## src/rtl/nn_layer_pkg.sv

```systemverilog
`default_nettype none
// ============================================================================
//  Module   : nn_layer_pkg
//  Brief    : Shared constants and FSM encoding for the layer MAC scheduler.
//  Revision : 1.0  initial release
// ============================================================================
package nn_layer_pkg;

    localparam int          c_N_IN       = 15;
    localparam int          c_N_NODE_MAX = 8;
    localparam int          c_FRAC       = 13;
    localparam logic [3:0]  c_BIAS_IDX   = 4'd15;

    typedef enum logic [2:0] {
        ST_IDLE  = 3'd0,
        ST_ISSUE = 3'd1,
        ST_DRAIN = 3'd2,
        ST_EMIT  = 3'd3,
        ST_FIN   = 3'd4
    } state_t;

endpackage
`default_nettype wire

```

## src/rtl/nn_mac_unit.sv

```systemverilog
`default_nettype none
// ============================================================================
//  Module   : nn_mac_unit
//  Brief    : Single shared 32x32 multiply-accumulate with ReLU/quantise.
//  Revision : 1.0  initial release
// ============================================================================
module nn_mac_unit #(
    parameter int FRAC = 13
) (
    input  logic        clk,
    input  logic        reset,
    input  logic        i_load,
    input  logic        i_accum,
    input  logic [31:0] i_act,
    input  logic [31:0] i_w,
    output logic [31:0] o_q_next
);

    logic [31:0] r_acc;
    logic [31:0] w_prod;
    logic [31:0] w_acc_next;

    // Low 32 bits of the product are identical for signed and unsigned operands.
    always_comb begin
        w_prod     = i_act * i_w;
        w_acc_next = r_acc;
        if (i_load)
            w_acc_next = i_w;
        else if (i_accum)
            w_acc_next = r_acc + w_prod;
        o_q_next = w_acc_next[31] ? 32'd0 : {16'd0, w_acc_next[FRAC+15:FRAC]};
    end

    always_ff @(posedge clk) begin
        if (!reset)
            r_acc <= 32'd0;
        else
            r_acc <= w_acc_next;
    end

endmodule
`default_nettype wire

```

## src/rtl/layer_mac_scheduler.sv

```systemverilog
`default_nettype none
// ============================================================================
//  Module   : layer_mac_scheduler
//  Brief    : Sequences bias + N_IN weighted inputs per node through one MAC.
//  Revision : 1.0  initial release
// ============================================================================
module layer_mac_scheduler
    import nn_layer_pkg::*;
#(
    parameter int N_IN       = c_N_IN,
    parameter int N_NODE_MAX = c_N_NODE_MAX,
    parameter int FRAC       = c_FRAC
) (
    input  logic        clk,
    input  logic        reset,
    input  logic        start,
    input  logic [3:0]  n_nodes,
    output logic        busy,
    output logic        done,
    output logic [3:0]  act_addr,
    input  logic [31:0] act_data,
    output logic [6:0]  w_addr,
    input  logic [31:0] w_data,
    output logic        out_valid,
    output logic [2:0]  out_idx,
    output logic [31:0] out_data
);

    localparam logic [4:0] c_C_LAST = 5'(N_IN);
    localparam logic [3:0] c_N_MAX  = 4'(N_NODE_MAX);

    state_t      r_state;
    logic [3:0]  r_node;
    logic [3:0]  r_n_lat;
    logic [4:0]  r_c;
    logic        r_ph_valid;
    logic        r_ph_bias;
    logic [3:0]  w_n_clamped;
    logic [31:0] w_q_next;
    logic        w_load;
    logic        w_accum;

    always_comb begin
        w_n_clamped = (n_nodes > c_N_MAX) ? c_N_MAX : n_nodes;
        w_load      = r_ph_valid & r_ph_bias;
        w_accum     = r_ph_valid & ~r_ph_bias;
    end

    nn_mac_unit #(.FRAC(FRAC)) u_mac (
        .clk      (clk),
        .reset    (reset),
        .i_load   (w_load),
        .i_accum  (w_accum),
        .i_act    (act_data),
        .i_w      (w_data),
        .o_q_next (w_q_next)
    );

    // r_ph_* track which issue slot the read data arriving this cycle belongs to.
    always_ff @(posedge clk) begin
        if (!reset) begin
            r_state    <= ST_IDLE;
            r_node     <= 4'd0;
            r_n_lat    <= 4'd0;
            r_c        <= 5'd0;
            r_ph_valid <= 1'b0;
            r_ph_bias  <= 1'b0;
            busy       <= 1'b0;
            done       <= 1'b0;
            out_valid  <= 1'b0;
            out_idx    <= 3'd0;
            out_data   <= 32'd0;
            act_addr   <= 4'd0;
            w_addr     <= 7'd0;
        end else begin
            done       <= 1'b0;
            out_valid  <= 1'b0;
            r_ph_valid <= 1'b0;
            r_ph_bias  <= 1'b0;
            case (r_state)
                ST_IDLE: begin
                    if (start) begin
                        busy    <= 1'b1;
                        r_n_lat <= w_n_clamped;
                        r_node  <= 4'd0;
                        r_c     <= 5'd0;
                        if (w_n_clamped == 4'd0) begin
                            r_state <= ST_FIN;
                        end else begin
                            r_state  <= ST_ISSUE;
                            w_addr   <= {3'd0, c_BIAS_IDX};
                            act_addr <= 4'd0;
                        end
                    end
                end
                ST_ISSUE: begin
                    r_ph_valid <= 1'b1;
                    r_ph_bias  <= (r_c == 5'd0);
                    if (r_c == c_C_LAST) begin
                        r_state  <= ST_DRAIN;
                        r_c      <= 5'd0;
                        w_addr   <= 7'd0;
                        act_addr <= 4'd0;
                    end else begin
                        r_c      <= r_c + 5'd1;
                        w_addr   <= {r_node[2:0], r_c[3:0]};
                        act_addr <= r_c[3:0];
                    end
                end
                ST_DRAIN: begin
                    r_state   <= ST_EMIT;
                    out_valid <= 1'b1;
                    out_idx   <= r_node[2:0];
                    out_data  <= w_q_next;
                end
                ST_EMIT: begin
                    if ((r_node + 4'd1) < r_n_lat) begin
                        r_node  <= r_node + 4'd1;
                        r_c     <= 5'd0;
                        r_state <= ST_ISSUE;
                        w_addr  <= {r_node[2:0] + 3'd1, c_BIAS_IDX};
                    end else begin
                        r_state <= ST_FIN;
                    end
                end
                ST_FIN: begin
                    done    <= 1'b1;
                    busy    <= 1'b0;
                    r_state <= ST_IDLE;
                end
                default: r_state <= ST_IDLE;
            endcase
        end
    end

endmodule
`default_nettype wire

```

## config.mk

```make
export PLATFORM = sky130hd
export DESIGN_NAME = layer_mac_scheduler
export DESIGN_NICKNAME = d
export VERILOG_FILES = /design/src/rtl/nn_layer_pkg.sv /design/src/rtl/nn_mac_unit.sv /design/src/rtl/layer_mac_scheduler.sv
export SDC_FILE = /design/constraint.sdc
export NUM_CORES = 1
export LEC_CHECK = 0
export BUFFER_PORTS_ARGS = -buffer_cell sky130_fd_sc_hd__buf_2
export CORE_UTILIZATION = 45
export CTS_CLUSTER_DIAMETER = 200
export DETAILED_ROUTE_END_ITERATION = 16
export GPL_TIMING_DRIVEN = 0
export PLACE_DENSITY = 0.65
export REMOVE_ABC_BUFFERS = 1
export SYNTH_ARGS = -nofsm -noshare
export SYNTH_HDL_FRONTEND = slang
export SYNTH_SLANG_ARGS = --single-unit
export TNS_END_PERCENT = 100
```

## constraint.sdc

```tcl
create_clock -name clk -period 8.36 [get_ports clk]
set_input_delay 1.254 -clock clk [delete_from_list [all_inputs] [get_ports clk]]
set_output_delay 1.254 -clock clk [all_outputs]
set_load 0.01 [all_outputs]
```

==> results of run 1 <==
[Yosys cell counts (4+ instances only)]
cell type,number
nor3_1,8
ha_1,130
fa_1,438
a211oi_1,5
a22oi_1,6
a22o_1,13
inv_1,524
mux2i_1,14
and2_1,315
nand3_1,21
nand2_1,287
nor2b_1,29
and3_1,13
buf_4,24
clkbuf_1,104
o211a_1,11
nor2_1,38
nor3b_1,8
o21a_1,9
xor2_1,19
o211ai_1,8
dfxtp_1,83
o21ai_0,42
a21o_1,4
xnor2_1,66
nand2b_1,4
a21oi_1,50
a31oi_1,7
[path summary, 6_finish.rpt]
check | depth (start not counted) | start | slack, ns | to
worst max-delay path | 25 | w_data[10] | 0.26 | out_data[7]$_SDFFE_PN0P_
worst min-delay path | 2 | r_c[4]$_SDFFE_PN0P_ | 0.46 | r_c[4]$_SDFFE_PN0P_
worst min register to register | 2 | r_c[4]$_SDFFE_PN0P_ | 0.46 | r_c[4]$_SDFFE_PN0P_
worst max register to register | 25 | u_mac.r_acc[21]$_SDFF_PN0_ | 1.18 | out_data[7]$_SDFFE_PN0P_
[layout make-up]
| type | instances | area share (%) |
|---|---|---|
| flip-flops and latches | 83 | 7.62 |
| multi-input cells | 1612 | 75.5 |
| inverters | 524 | 9.01 |
| repair buffers | 106 | 2.98 |
| well taps | 600 | 3.44 |
| diodes | 1 | 0.0115 |
| clock inverters | 3 | 0.212 |
| clock buffers | 13 | 1.19 |
[state kept, by name (all words and copies together) (netlist names)]
| register | flops |
|---|---|
| out_idx | 3 |
| r_ph_bias | 1 |
| r_n_lat | 4 |
| act_addr | 4 |
| r_ph_valid | 1 |
| r_c | 5 |
| u_mac.r_acc | 32 |
| out_data | 16 |
| r_node | 4 |
| w_addr | 7 |
| out_valid | 1 |
| busy | 1 |
| r_state | 3 |
| done | 1 |
[tightest hold or removal path, cell delays in order (launching register included)]
cell	delay, ns
dfxtp_1	0.32
nand2_1	0.06
a21oi_1	0.04
[metal layers]
metal  vias to the layer above  global-route usage [%]
met2                       500                    43.4
met3                       113                    3.51
met1                      7975                    33.3
met4                         2                    7.21
met5                         -                       0
li1                       6852                       -
[through the flow]
| stage | setup WS (ns) | hold WS (ns) | util (%) | area, um^2 | instances |
|---|---|---|---|---|---|
| floorplan | 0.686 | 0.425 | - | 20100 | 2218 |
| global placement | -0.674 | 0.436 | 47.1 | 21300 | 2921 |
| detailed placement | -0.761 | 0.448 | 47.2 | 21400 | 2922 |
| CTS | 0.00155 | 0.460 | 47.9 | 21700 | 2941 |
| global route | 0.000188 | 0.477 | 48.2 | 21800 | 2941 |
| finish | 0.261 | 0.459 | 48.2 | 21800 | 2942 |
[cell families (layout without fill, tap and decap cells)]
logic type / after synthesis / in the layout / share of synthesized area (%)
fa+ha+maj: 568 / 568 / 50.4
simple gates: 739 / 739 / 18.4
xor+xnor: 88 / 88 / 3.88
compound gates: 186 / 187 / 6.00
flops: 83 / 83 / 8.05
buf+inv: 660 / 646 / 12.6
mux: 14 / 14 / 0.679
other cells: 1 / 17 / 0.0182
[repair_timing]
item	in CTS	in global routing
cloned	1	0
endpoints found under the setup margin	17	22
gates resized for setup	5	53
pin swaps	2	3
setup buffers	2	0
==> summary.txt, run 1 <==
Status: completed
Tightest Pin Transition: 1.32 ns
Cell at the root of the clock tree: clkbuf_16
Number of ports placed on the die boundary: 120
Category of the critical setup timing path: input pin to register
Path type of the worst min-delay path: register to register
Width of the die: 216 um
Cell family with the largest share of critical-path delay: adder cells
Final Critical Period: 8.10 ns
Post-synthesis cell type count: 64
Unrepaired setup endpoints after global routing: no
Required time of the critical path: 8.64 ns
Per-cell via count in the routed design: 5.25
Vertical extent of the die: 216 um
Vias after detailed routing: 15.4k
Proportion of synthesized chip area in sequential cells: 8.05%
Global router's overall resource usage: 25.3%
Fraction of layout instances using a drive strength above 1: 6.11%
Largest stage delay on the critical path: 0.59 ns
Most used cell along the critical path: fa_1
Final sum of negative setup slack: 0 ns
Count of synthesis-stage warnings from yosys: 0
Final-report setup violation count: 0
Cell type with the largest total area after synthesis: fa_1
Global-route wire length before repair: 91400 um
Standard cell with the maximum stage delay on the critical path: fa_1
Average cell area after synthesis: 8.82 um^2
Prevailing post-synth register cell: dfxtp_1
Post-CTS Hold Fix Bufs: 0
Clock tree skew after final layout: 0.00750 ns
Maximum number of pins on one net before global-route repair: 68
Routed wire length on met2: 27600 um
Highest metal layer used by the detailed router: met5
Routed WL per cell: 19.2 um
Sequential cell area: 1660 um^2
Final Hold Vio Count: 0
Number of global-route vias before repair: 16.7k
H-tree depth reported by CTS: 3
Total routed wirelength: 56400 um
Clock buffers created by TritonCTS: 9
Antenna violations before repair: 2
Fmax achieved: 0.123 GHz
GR Overflow Total: 0
Critical path buffers and inverters: 6
Number of placement rows: 78
Initial standard-cell utilization of the core: 45.6%
Met3 Routed Length: 3540 um
Crit path DAT: 8.38 ns
Post-synth EDFFs: 0
# DRC: 0
DRT iter0 DRCs: 927
Port Buffer Count: 103
Startpoint type of the worst setup path: input pin
CTS tree: built
Number of max-capacitance violations reported: 0
Count of antenna-violating nets left after detailed routing: 0
Commonest non-fill, non-tap cells in the layout: inv_1, fa_1, and2_1, nand2_1, ha_1
Area taken by multi-input logic gates: 16500 um^2
Number of sinks driven by the clock tree: 83
Area share of the largest cell type after synthesis: 42.5%
Commonest non-fill, non-tap cell in the layout: inv_1
Max-slew violation count: 0
Count of state elements after synthesis: 83
Cell area after technology mapping: 20600 um^2
Clk_lat worst skew: 0.35 ns
Cell count after synthesis: 2339
Endpoint class of the critical path: register
Final layout net count: 2975
Length of the first detailed-routing pass in iterations: 6
Area added between synthesis and finish: 5.81%
Sum of routed wire segments on met1: 23600 um
Critical Path Fanout Max: 23
Share of flip-flops with an asynchronous set or reset after synthesis: 0%
Final weighted congestion of routability-driven global placement: 0.891
Cell types with the largest area share after synthesis: fa_1, and2_1, inv_1
Die Outline Area: 46700 um^2
Number of buffers on the longest clock path: 2
HPWL after DPL: 41400 um
Clock-pin transition on the worst setup and hold timing paths: 0.06 ns
Worst slew slack as a fraction of its limit: 12.1%
# fillers: 4374
Ratio of final minimum period to clock period: 96.9%
Core Footprint: 45300 um^2
Power of run 1 is left out: the tool's default activity adds up to more than one toggle a clock period on the data nets, which glitch-free logic cannot reach.
==> run 2: changes to the inputs <==
BUFFER_PORTS_ARGS = -buffer_cell sky130_fd_sc_hd__buf_4   (was -buffer_cell sky130_fd_sc_hd__buf_2)
==> summary.txt, run 2 (same netlist as run 1, synthesis figures left out) <==
Crit path DAT: 8.38 ns (about the same)
Width of the die: 216 um (unchanged)
Post-route cell area: 22000 um^2 (+0.88%)
Cell at the root of the clock tree: clkbuf_16
Cell Count, Final, Fillers Out: 2944 (+0.068%)
DRT iter0 DRCs: 975 (+5.2%)
Number of placement rows: 78 (unchanged)
Registers with the most flip-flops: u_mac.r_acc: 32 flops, out_data: 16 flops, w_addr: 7 flops
H-tree depth reported by CTS: 3 (unchanged)
Number of sinks driven by the clock tree: 83 (unchanged)
Count of antenna-violating nets left after detailed routing: 0 (unchanged)
Largest stage delay on the critical path: 0.56 ns (-0.03 ns)
Startpoint type of the worst setup path: input pin
Category of the critical setup timing path: input pin to register
Required time of the critical path: 8.63 ns (about the same)
Endpoint class of the critical path: register
Depth of the worst register-to-register path: 25 (unchanged)
Critical Path Fanout Max: 25 (+8.7%)
Cell area after placement: 21600 um^2 (+1.3%)
Final layout net count: 2976 (+0.034%)
Status: completed
Die Outline Area: 46700 um^2 (unchanged)
Ratio of final minimum period to clock period: 96.9% (about the same)
Core Footprint: 45300 um^2 (unchanged)
Routed WL per cell: 19.3 um (+0.82%)
CTS tree: built
Fraction of layout instances using a drive strength above 1: 6.02% (-0.088 points)
Maximum number of pins on one net before global-route repair: 68 (unchanged)
Standard cell with the maximum stage delay on the critical path: fa_1
Per-cell via count in the routed design: 5.23 (-0.32%)
Number of flip-flops under the largest register name: 32 (unchanged)
Number of global-route vias before repair: 16.7k (+0.12%)
Utilization after layout: 48.6% (+0.42 points)
Startpoint of the worst register-to-register path: u_mac.r_acc[21]$_SDFF_PN0_
Global-route wire length before repair: 91800 um (+0.45%)
Clock tree skew after final layout: 0.00685 ns (-0.000656 ns)
Antenna violations before repair: 0 (-2)
Clock-pin transition on the worst setup and hold timing paths: 0.06 ns (about the same)
HPWL after DPL: 41900 um (+1.2%)
Clock buffers created by TritonCTS: 9 (unchanged)
Number of buffers on the longest clock path: 2 (unchanged)
Tightest Pin Transition: 1.30 ns (-0.0192 ns)
Unrepaired setup endpoints after global routing: no
Length of the first detailed-routing pass in iterations: 5 (-1)
Placed cells: 2923 (+0.034%)
Worst slew slack as a fraction of its limit: 13.3% (+1.3 points)
Final Hold Vio Count: 0 (unchanged)
# DRC: 0 (unchanged)
Initial standard-cell utilization of the core: 45.6% (unchanged)
Port Buffer Count: 103 (unchanged)
Hold Path Origin: r_c[4]$_SDFFE_PN0P_
Total routed wirelength: 56900 um (+0.88%)
Clk_lat worst skew: 0.34 ns (about the same)
Most used cell along the critical path: fa_1
Hold endpoint: r_c[4]$_SDFFE_PN0P_
Vertical extent of the die: 216 um (unchanged)
Fmax achieved: 0.123 GHz (about the same)
Number of max-capacitance violations reported: 0 (unchanged)
Vias after detailed routing: 15.4k (-0.25%)
Hold Path Stages: 2 (unchanged)
Commonest non-fill, non-tap cell in the layout: inv_1
Number of ports placed on the die boundary: 120 (unchanged)
GR Overflow Total: 0 (unchanged)
Global router's overall resource usage: 25.4% (+0.14 points)
Final Critical Period: 8.10 ns (+0.00270 ns)
Worst R2R Setup Slack: 1.19 ns (about the same)
Max-slew violation count: 0 (unchanged)
Final weighted congestion of routability-driven global placement: 0.883 (-0.88%)
Final-report setup violation count: 0 (unchanged)
Area added between synthesis and finish: 6.74%
Reg-to-Reg End: out_data[7]$_SDFFE_PN0P_
Register with the highest flop count: u_mac.r_acc
Commonest non-fill, non-tap cells in the layout: inv_1, fa_1, and2_1, nand2_1, ha_1
Path type of the worst min-delay path: register to register
-- run 2: worst max path at each step --
stage / from / end / slack [ns] / depth (start not counted)
6_report: w_data[8] / out_data[7]$_SDFFE_PN0P_ / 0.26 / 26
5_1_grt: w_data[5] / out_data[12]$_SDFFE_PN0P_ / 0.007 / 26
3_5_place_dp: w_data[0] / out_data[7]$_SDFFE_PN0P_ / -0.51 / 25
2_1_floorplan: act_data[20] / out_data[7]$_SDFFE_PN0P_ / 0.69 / 25
4_1_cts: w_data[0] / out_data[0]$_SDFFE_PN0P_ / 0.03 / 26
3_3_place_gp: w_data[0] / out_data[7]$_SDFFE_PN0P_ / -0.45 / 25
-- run 2: layer usage --
| layer | GRT usage (%) | part of all wire (%) | vias up |
|---|---|---|---|
| met5 | 0 | 0 | - |
| met4 | 7.35 | 2.8 | 0 |
| met3 | 3.06 | 5.3 | 103 |
| met2 | 43.9 | 49 | 487 |
| met1 | 33.5 | 43 | 7964 |
| li1 | - | - | 6849 |
-- run 2: worst max-delay path: cells and delay by family --
family | cells | cell delay, ns
AND/OR/NAND/NOR | 5 | 0.70
buffers and inverters | 7 | 0.78
XOR/XNOR | 1 | 0.16
adder cells (fa/ha/maj) | 9 | 4.39
AO/OA/AOI/OAI | 4 | 1.03
-- run 2: cell type report --
cell class | instances | area, um^2
fill | 4365 | 23300
clock buffer | 13 | 260
sequential | 83 | 1660
clock inverter | 3 | 68.8
tap | 600 | 751
multi-input combinational | 1612 | 16500
antenna | 2 | 5.00
inverter | 524 | 1970
timing repair buffer | 107 | 843
-- run 2: what timing repair did --
item | in CTS | in global routing
endpoints found under the setup margin | 14 | 18
setup buffers | 2 | 0
hold buffers | 0 | 0
pin swaps | 2 | 2
gates resized for setup | 1 | 8
gates cloned | 1 | 0
-- run 2: per-stage QoR --
| step | hold WS, ns | setup WS [ns] | TNS, ns |
|---|---|---|---|
| after detailed placement | 0.449 | -0.511 | -7.29 |
| final | 0.460 | 0.258 | 0 |
| after global placement | 0.434 | -0.450 | -6.52 |
| after global routing | 0.465 | 0.00744 | 0 |
| after floorplan | 0.425 | 0.686 | 0 |
| after CTS | 0.459 | 0.0286 | 0 |
Power of run 2 is left out for the same reason.
